File: config.mk
export PLATFORM = sky130hd
export DESIGN_NAME = fetch_queue
export DESIGN_NICKNAME = d
export VERILOG_FILES = /design/src/rtl/fetch_queue_pkg.sv /design/src/rtl/ifq_ring_buffer.sv /design/src/rtl/fetch_queue.sv
export SDC_FILE = /design/constraint.sdc
export NUM_CORES = 1
export LEC_CHECK = 0
export CAP_MARGIN = 0
export CORE_MARGIN = 3
export CORE_UTILIZATION = 50
export CTS_BUF_LIST = sky130_fd_sc_hd__clkbuf_2
export DETAILED_ROUTE_END_ITERATION = 8
export MAX_ROUTING_LAYER = met4
export PLACE_DENSITY = 0.74
export REMOVE_ABC_BUFFERS = 1
export SETUP_SLACK_MARGIN = 0.4
export SLEW_MARGIN = 0
export SYNTH_ARGS = -nofsm -noshare
export SYNTH_HDL_FRONTEND = slang
export SYNTH_SLANG_ARGS = --single-unit
File: constraint.sdc
create_clock -name clk -period 8.6 [get_ports clk]
set_clock_uncertainty 0.05 [all_clocks]
set_input_delay 1.72 -clock clk [delete_from_list [all_inputs] [get_ports clk]]
set_output_delay 1.72 -clock clk [all_outputs]
set_load 0.05 [all_outputs]
File: src/rtl/fetch_queue_pkg.sv
// Shared widths, queue entry layout and pointer sizing for the instruction-fetch queue.
package fetch_queue_pkg;
   localparam int ADDR_LEN  = 32;
   localparam int INSTR_LEN = 32;

   typedef logic [ADDR_LEN-1:0]  addr_t;
   typedef logic [INSTR_LEN-1:0] inst_t;

   typedef struct packed {
      addr_t pc;
      inst_t inst;
   } ifq_entry_t;

   function automatic int ifq_ptr_w(input int depth);
      return $clog2(depth);
   endfunction
endpackage

File: src/rtl/ifq_ring_buffer.sv
// Entry array for the fetch queue: allocate at tail on request accept, fill in order on response, pop at head.
// Pointers carry a wrap bit so occupancy and pending counts fall out of plain subtraction.
module ifq_ring_buffer
   import fetch_queue_pkg::*;
#(
   parameter int DEPTH = 4,
   parameter int PTR_W = ifq_ptr_w(DEPTH)
) (
   input  logic                 clk,
   input  logic                 rst,
   input  logic                 flush,
   input  logic                 alloc,
   input  logic [ADDR_LEN-1:0]  alloc_pc,
   input  logic                 fill,
   input  logic [INSTR_LEN-1:0] fill_inst,
   input  logic                 pop,
   output logic [PTR_W:0]       occupancy,
   output logic [PTR_W:0]       pending,
   output logic                 head_ok,
   output logic [ADDR_LEN-1:0]  head_pc,
   output logic [INSTR_LEN-1:0] head_inst
);
   localparam logic [PTR_W:0] PTR_ONE = 1;

   logic [PTR_W:0]   tail;
   logic [PTR_W:0]   fill_ptr;
   logic [PTR_W:0]   head;
   logic [PTR_W-1:0] tail_idx;
   logic [PTR_W-1:0] fill_idx;
   logic [PTR_W-1:0] head_idx;
   logic [DEPTH-1:0] valid;
   logic [DEPTH-1:0] data_ok;
   ifq_entry_t       ent [DEPTH];

   assign tail_idx  = tail[PTR_W-1:0];
   assign fill_idx  = fill_ptr[PTR_W-1:0];
   assign head_idx  = head[PTR_W-1:0];
   assign occupancy = tail - head;
   assign pending   = tail - fill_ptr;
   assign head_ok   = valid[head_idx] && data_ok[head_idx];
   // Fields read as zero while the head is not deliverable, which also gives clean reset values.
   assign head_pc   = head_ok ? ent[head_idx].pc : '0;
   assign head_inst = head_ok ? ent[head_idx].inst : '0;

   always_ff @(posedge clk or negedge rst) begin
      if (!rst) begin
         tail     <= '0;
         fill_ptr <= '0;
         head     <= '0;
         valid    <= '0;
         data_ok  <= '0;
      end else if (flush) begin
         tail     <= '0;
         fill_ptr <= '0;
         head     <= '0;
         valid    <= '0;
         data_ok  <= '0;
      end else begin
         if (alloc) begin
            valid[tail_idx]   <= 1'b1;
            data_ok[tail_idx] <= 1'b0;
            tail              <= tail + PTR_ONE;
         end
         if (fill) begin
            data_ok[fill_idx] <= 1'b1;
            fill_ptr          <= fill_ptr + PTR_ONE;
         end
         if (pop) begin
            valid[head_idx]   <= 1'b0;
            data_ok[head_idx] <= 1'b0;
            head              <= head + PTR_ONE;
         end
      end
   end

   always_ff @(posedge clk) begin
      if (alloc) ent[tail_idx].pc <= alloc_pc;
      if (fill) ent[fill_idx].inst <= fill_inst;
   end
endmodule

File: src/rtl/fetch_queue.sv
// Fetch front end: credit-limited sequential fetch, in-order response buffering, redirect flush with drop counting.
// Accept at T, response at T+1, out_valid at T+2; optional perf counters under IFQ_PERF_CNT_EN.
module fetch_queue
   import fetch_queue_pkg::*;
#(
   parameter int                  DEPTH    = 4,
   parameter logic [ADDR_LEN-1:0] RESET_PC = 32'h0
) (
   input  logic                 clk,
   input  logic                 rst,
   input  logic                 redirect_valid,
   input  logic [ADDR_LEN-1:0]  redirect_pc,
   output logic                 imem_req_valid,
   input  logic                 imem_req_ready,
   output logic [ADDR_LEN-1:0]  imem_req_addr,
   input  logic                 imem_resp_valid,
   input  logic [INSTR_LEN-1:0] imem_resp_data,
   output logic                 out_valid,
   input  logic                 out_ready,
   output logic [INSTR_LEN-1:0] out_inst,
   output logic [ADDR_LEN-1:0]  out_pc,
   output logic [ADDR_LEN-1:0]  out_pc_plus_4
`ifdef IFQ_PERF_CNT_EN
   ,
   output logic [31:0]          perf_fetch_cnt,
   output logic [31:0]          perf_drop_cnt
`endif
);
   localparam int               PTR_W   = ifq_ptr_w(DEPTH);
   localparam int               CNT_W   = PTR_W + 1;
   localparam logic [CNT_W-1:0] CNT_ONE = 1;
   localparam logic [CNT_W:0]   DEPTH_C = (CNT_W + 1)'(DEPTH);

   logic [ADDR_LEN-1:0]  fetch_pc;
   logic [CNT_W-1:0]     drop_cnt;
   logic [CNT_W-1:0]     occupancy;
   logic [CNT_W-1:0]     pending;
   logic [CNT_W-1:0]     in_flight;
   logic [CNT_W:0]       credit_used;
   logic                 req_fire;
   logic                 resp_keep;
   logic                 resp_squash;
   logic                 pop;
   logic                 head_ok;
   logic [ADDR_LEN-1:0]  head_pc;
   logic [INSTR_LEN-1:0] head_inst;

   // Stale responses still hold a credit until they come back and are discarded.
   assign credit_used    = {1'b0, occupancy} + {1'b0, drop_cnt};
   assign in_flight      = pending + drop_cnt;
   assign imem_req_valid = rst && !redirect_valid && (credit_used < DEPTH_C);
   assign imem_req_addr  = fetch_pc;
   assign req_fire       = imem_req_valid && imem_req_ready;
   assign resp_keep      = imem_resp_valid && !redirect_valid && (drop_cnt == '0) && (pending != '0);
   assign resp_squash    = imem_resp_valid && (redirect_valid ? (in_flight != '0) : (drop_cnt != '0));
   assign out_valid      = head_ok && !redirect_valid;
   assign pop            = out_valid && out_ready;
   assign out_pc         = head_pc;
   assign out_inst       = head_inst;
   assign out_pc_plus_4  = head_ok ? head_pc + ADDR_LEN'(4) : '0;

   ifq_ring_buffer #(
      .DEPTH (DEPTH),
      .PTR_W (PTR_W)
   ) u_ring (
      .clk       (clk),
      .rst       (rst),
      .flush     (redirect_valid),
      .alloc     (req_fire),
      .alloc_pc  (fetch_pc),
      .fill      (resp_keep),
      .fill_inst (imem_resp_data),
      .pop       (pop),
      .occupancy (occupancy),
      .pending   (pending),
      .head_ok   (head_ok),
      .head_pc   (head_pc),
      .head_inst (head_inst)
   );

   always_ff @(posedge clk or negedge rst) begin
      if (!rst) begin
         fetch_pc <= RESET_PC;
         drop_cnt <= '0;
      end else if (redirect_valid) begin
         fetch_pc <= redirect_pc;
         // A response landing in the redirect cycle is already answered and discarded.
         drop_cnt <= (imem_resp_valid && (in_flight != '0)) ? in_flight - CNT_ONE : in_flight;
      end else begin
         if (req_fire) fetch_pc <= fetch_pc + ADDR_LEN'(4);
         if (resp_squash) drop_cnt <= drop_cnt - CNT_ONE;
      end
   end

   resp_has_owner: assert property (@(posedge clk) disable iff (!rst)
      imem_resp_valid |-> (in_flight != '0));

`ifdef IFQ_PERF_CNT_EN
   always_ff @(posedge clk or negedge rst) begin
      if (!rst) begin
         perf_fetch_cnt <= '0;
         perf_drop_cnt  <= '0;
      end else begin
         if (req_fire) perf_fetch_cnt <= perf_fetch_cnt + 32'd1;
         if (resp_squash) perf_drop_cnt <= perf_drop_cnt + 32'd1;
      end
   end
`endif
endmodule

==> impl_metrics.env <==
export IMPL_area_delta_synth_final_pct=21.76
export IMPL_fill_cells=2017
export IMPL_crit_fanout=42
export IMPL_post_route_period_util_pct=84.33
export IMPL_clkSlewWorstSetupHoldPaths_ns=0.10
export IMPL_grt_pass1_vias=8693
export IMPL_worstPathRequired_ns=6.83
export IMPL_gr_total_overflow=0
export IMPL_ff2ff_path_depth=13
export IMPL_netlist_area_mm2=0.01366
export IMPL_maxCapViolations=0
export IMPL_clockPowerShare_pct=30.3
export IMPL_crit_path_cell_trace="inv_2, mux4_2, and2_1, ha_1, nand3_1, nand2b_1, or3_1, nor3_1, mux2_1, clkdlybuf4s50_1"
export IMPL_first_iter_violations=669
export IMPL_worst_r2r_endpoint="u_ring.ent[3][33]$_DFFE_PP_"
export IMPL_outcome="finished clean"
export IMPL_avgSynthCellArea_um2=15.28
export IMPL_clkLatencyLatePin_ns=0.81
export IMPL_startpoint_type="register"
export IMPL_power_frac_seq_pct=57.8
export IMPL_critPathKind="reg2out"
export IMPL_holdBufCountCts=0
export IMPL_cts_buffer_depth=3
export IMPL_synthCells=894
export IMPL_ctsResizeCount=0
export IMPL_gp_congestion=0.8346
export IMPL_yosys_area_top_type_share_pct=56.28
export IMPL_rsz0062_at_grt="false"
export IMPL_crit_path_start="u_ring.head[0]$_DFFE_PN0P_"
export IMPL_antenna_found_initial=2
export IMPL_wl_per_cell_um=20.70
export IMPL_rrSetupSlack_ns=3.66
export IMPL_worst_pin_slew_ns=0.9963
export IMPL_p_sw_share_pct=27.06
export IMPL_ioPinCount=200
export IMPL_avgViaCountPerCell=5.626
export IMPL_clock_root_buffer="clkbuf_2"
export IMPL_synth_area_leaders="edfxtp_1, mux4_2, dfrtp_1"
export IMPL_synth_distinct_cells=52
export IMPL_timing_final_max_slew_violations=0
export IMPL_cp_num_cells=10
export IMPL_clock_sinks=308
export IMPL_power_per_cell_area_mw_per_mm2=180.5
export IMPL_layout_commonest_cell="edfxtp_1"
export IMPL_initial_core_util_pct=51.68
export IMPL_power_leakage_uw=0.005792
export IMPL_power_uw=3002
export IMPL_crit_buf_inv=2
export IMPL_cp_end_kind="output pin"
export IMPL_pre_cts_slack_ns=2.134
export IMPL_drtPass1Iterations=5
export IMPL_cts_setup_buffers=0
export IMPL_crit_path_top_delay_cell="dfrtp_4"
export IMPL_hold_slack_ns=0.5001
export IMPL_drt_wl_total_um=31750
export IMPL_cp_slowest_stage_delay_ns=1.00
export IMPL_pwr_share_comb_pct=11.9
export IMPL_synth_seq_area_share_pct=65.81
export IMPL_synth_edf_count=256
export IMPL_drc=0
export IMPL_ys_warn_count=0
export IMPL_final_cell_mix="edfxtp_1, clkdlybuf4s50_1, clkbuf_2, and2_1, nand2_1"
export IMPL_finalSetupTns_ns=0
export IMPL_cts_buffers=75
export IMPL_p_sw_uw=812.1
export IMPL_vias=8631
export IMPL_cts_tree="yes"
export IMPL_grt_pass1_wl_um=48990
export IMPL_placed_cell_area_mm2=0.01596
export IMPL_layout_nets=1237
export IMPL_ant_nets=0
export IMPL_cp_arrival_ns=5.48
export IMPL_fin_crit_ns=7.253
export IMPL_endpoint="out_pc_plus_4[26]"
export IMPL_max_freq_mhz=137.9
export IMPL_max_slew_margin_pct=33.58
export IMPL_drive_gt1_share_pct=18.05
export IMPL_cts_max_level=3
export IMPL_synth_top_cell_by_area="edfxtp_1"
export IMPL_synth_seq_cells=308
export IMPL_track_usage_pct=22.54
export IMPL_setup_violations=0
export IMPL_hold_viol=0
export IMPL_hold_path_class="reg2reg"
export IMPL_p_int_uw=2189
export IMPL_rr_startpoint="u_ring.head[0]$_DFFE_PN0P_"
export IMPL_num_rows=59
export IMPL_core_mm2=0.02643
export IMPL_finalWorstSetupSlack_ns=1.347
export IMPL_hpwlAfterDp_um=20850
export IMPL_die_x_um=171.3
export IMPL_die_area_mm2=0.02934
export IMPL_crit_family="simple AND/OR/NAND/NOR gates"
export IMPL_async_flop_share_pct=16.88
export IMPL_stdcell_area_mm2=0.01663
export IMPL_die_h_um=171.3
export IMPL_synth_top_flop_cell="edfxtp_1"
export IMPL_grt_max_degree=69
export IMPL_portBuffers=199
export IMPL_vdd_ir_drop_max_v=0.00009347
==> flip-flops by register name, summed over array words and instances (netlist names) <==
register	count
u_ring.head	3
u_ring.ent	256
u_ring.fill_ptr	3
drop_cnt	3
u_ring.data_ok	4
imem_req_addr	32
u_ring.valid	4
u_ring.tail	3
==> cell usage after synthesis, types with 3 or more instances <==
cell type and count:
edfxtp_1 256, and2_1 73, nand2_1 67, mux4_2 64, nor2_1 53, dfrtp_1 52
clkbuf_1 27, inv_1 27, nand3_1 27, o21ai_0 27, xnor2_1 27, ha_1 23
nor3_1 17, a21oi_1 13, xor2_1 13, and3_1 12, nand4_1 9, buf_2 8
nor4_1 8, a211oi_1 7, or3_1 7, a221o_1 6, a31oi_1 6, o211ai_1 6
o311ai_0 6, mux2_2 5, mux2i_1 5, a21o_1 4, buf_4 3, fa_1 3
nand2b_1 3
==> through the flow <==
stage          util, %  cells
2_1_floorplan        -    851
3_3_place_gp     60.40   1399
3_5_place_dp     60.40   1399
4_1_cts          62.91   1532
5_1_grt          62.92   1534
6_report         62.92   1534
==> power by group through the flow <==
stage          Clock, µW  Combinational (µW)  Sequential (µW)
2_1_floorplan          0                 160             1810
3_3_place_gp           0                 354             1760
3_5_place_dp           0                 360             1770
4_1_cts              938                 362             1730
5_1_grt             1020                 396             1740
6_report             910                 358             1730
==> layer usage <==
layer | global-route usage, % | share of wire (%) | vias up
met2 | 34.83 | 49 | 309
met3 | 3.585 | 5.9 | 44
li1 | - | - | 3943
met5 | - | 0 | -
met4 | 7.733 | 2.2 | 0
met1 | 31.06 | 43 | 4335
==> how the worst min path moves through the flow <==
| stage | startpoint | endpoint | slack [ns] | cells after the start |
|---|---|---|---|---|
| floorplan | u_ring.valid[3]$_DFF_PN0_ | u_ring.valid[3]$_DFF_PN0_ | 0.46 | 1 |
| global placement | u_ring.valid[3]$_DFF_PN0_ | u_ring.valid[3]$_DFF_PN0_ | 0.47 | 1 |
| detailed placement | u_ring.valid[3]$_DFF_PN0_ | u_ring.valid[3]$_DFF_PN0_ | 0.48 | 1 |
| CTS | u_ring.valid[3]$_DFF_PN0_ | u_ring.valid[3]$_DFF_PN0_ | 0.50 | 1 |
| global route | u_ring.valid[3]$_DFF_PN0_ | u_ring.valid[3]$_DFF_PN0_ | 0.52 | 1 |
| finish | u_ring.valid[3]$_DFF_PN0_ | u_ring.valid[3]$_DFF_PN0_ | 0.50 | 1 |
==> cell type report <==
| class | count | area [µm²] | share of cell area [%] |
|---|---|---|---|
| Antenna cell | 2 | 5.005 | 0.03010 |
| Clock buffer | 108 | 540.5 | 3.250 |
| Clock inverter | 25 | 122.6 | 0.7373 |
| Inverter | 29 | 108.9 | 0.6546 |
| Multi-Input combinational cell | 514 | 4350 | 26.16 |
| Sequential cell | 308 | 8996 | 54.10 |
| Tap cell | 335 | 419.2 | 2.521 |
| Timing Repair Buffer | 213 | 2087 | 12.55 |
==> worst register-to-register path, cell delays in order, from the launching register on <==
cell     delay, ns
dfrtp_4       1.00
ha_1          0.28
inv_1         0.05
fa_1          0.36
xor2_1        0.16
xnor2_1       0.19
ha_1          0.26
nor4b_1       0.43
and3_1        0.27
and2_1        0.13
buf_4         0.28
nand2_1       0.17
inv_1         0.55
buf_4         0.42
==> logic make-up (layout without fill, tap and decap cells) <==
logic type / count (synthesis) / in the layout / synth area share, %
flip-flops: 308 / 308 / 65.81
XOR/XNOR: 40 / 40 / 2.565
other: 0 / 2 / 0
adder cells (fa/ha/maj): 26 / 26 / 2.547
buffers and inverters: 72 / 375 / 2.364
multiplexers: 77 / 77 / 11.69
AND/OR/NAND/NOR: 288 / 288 / 11.02
AO/OA/AOI/OAI: 83 / 83 / 4.003
Note: power is estimated with default switching activity, not from simulation.
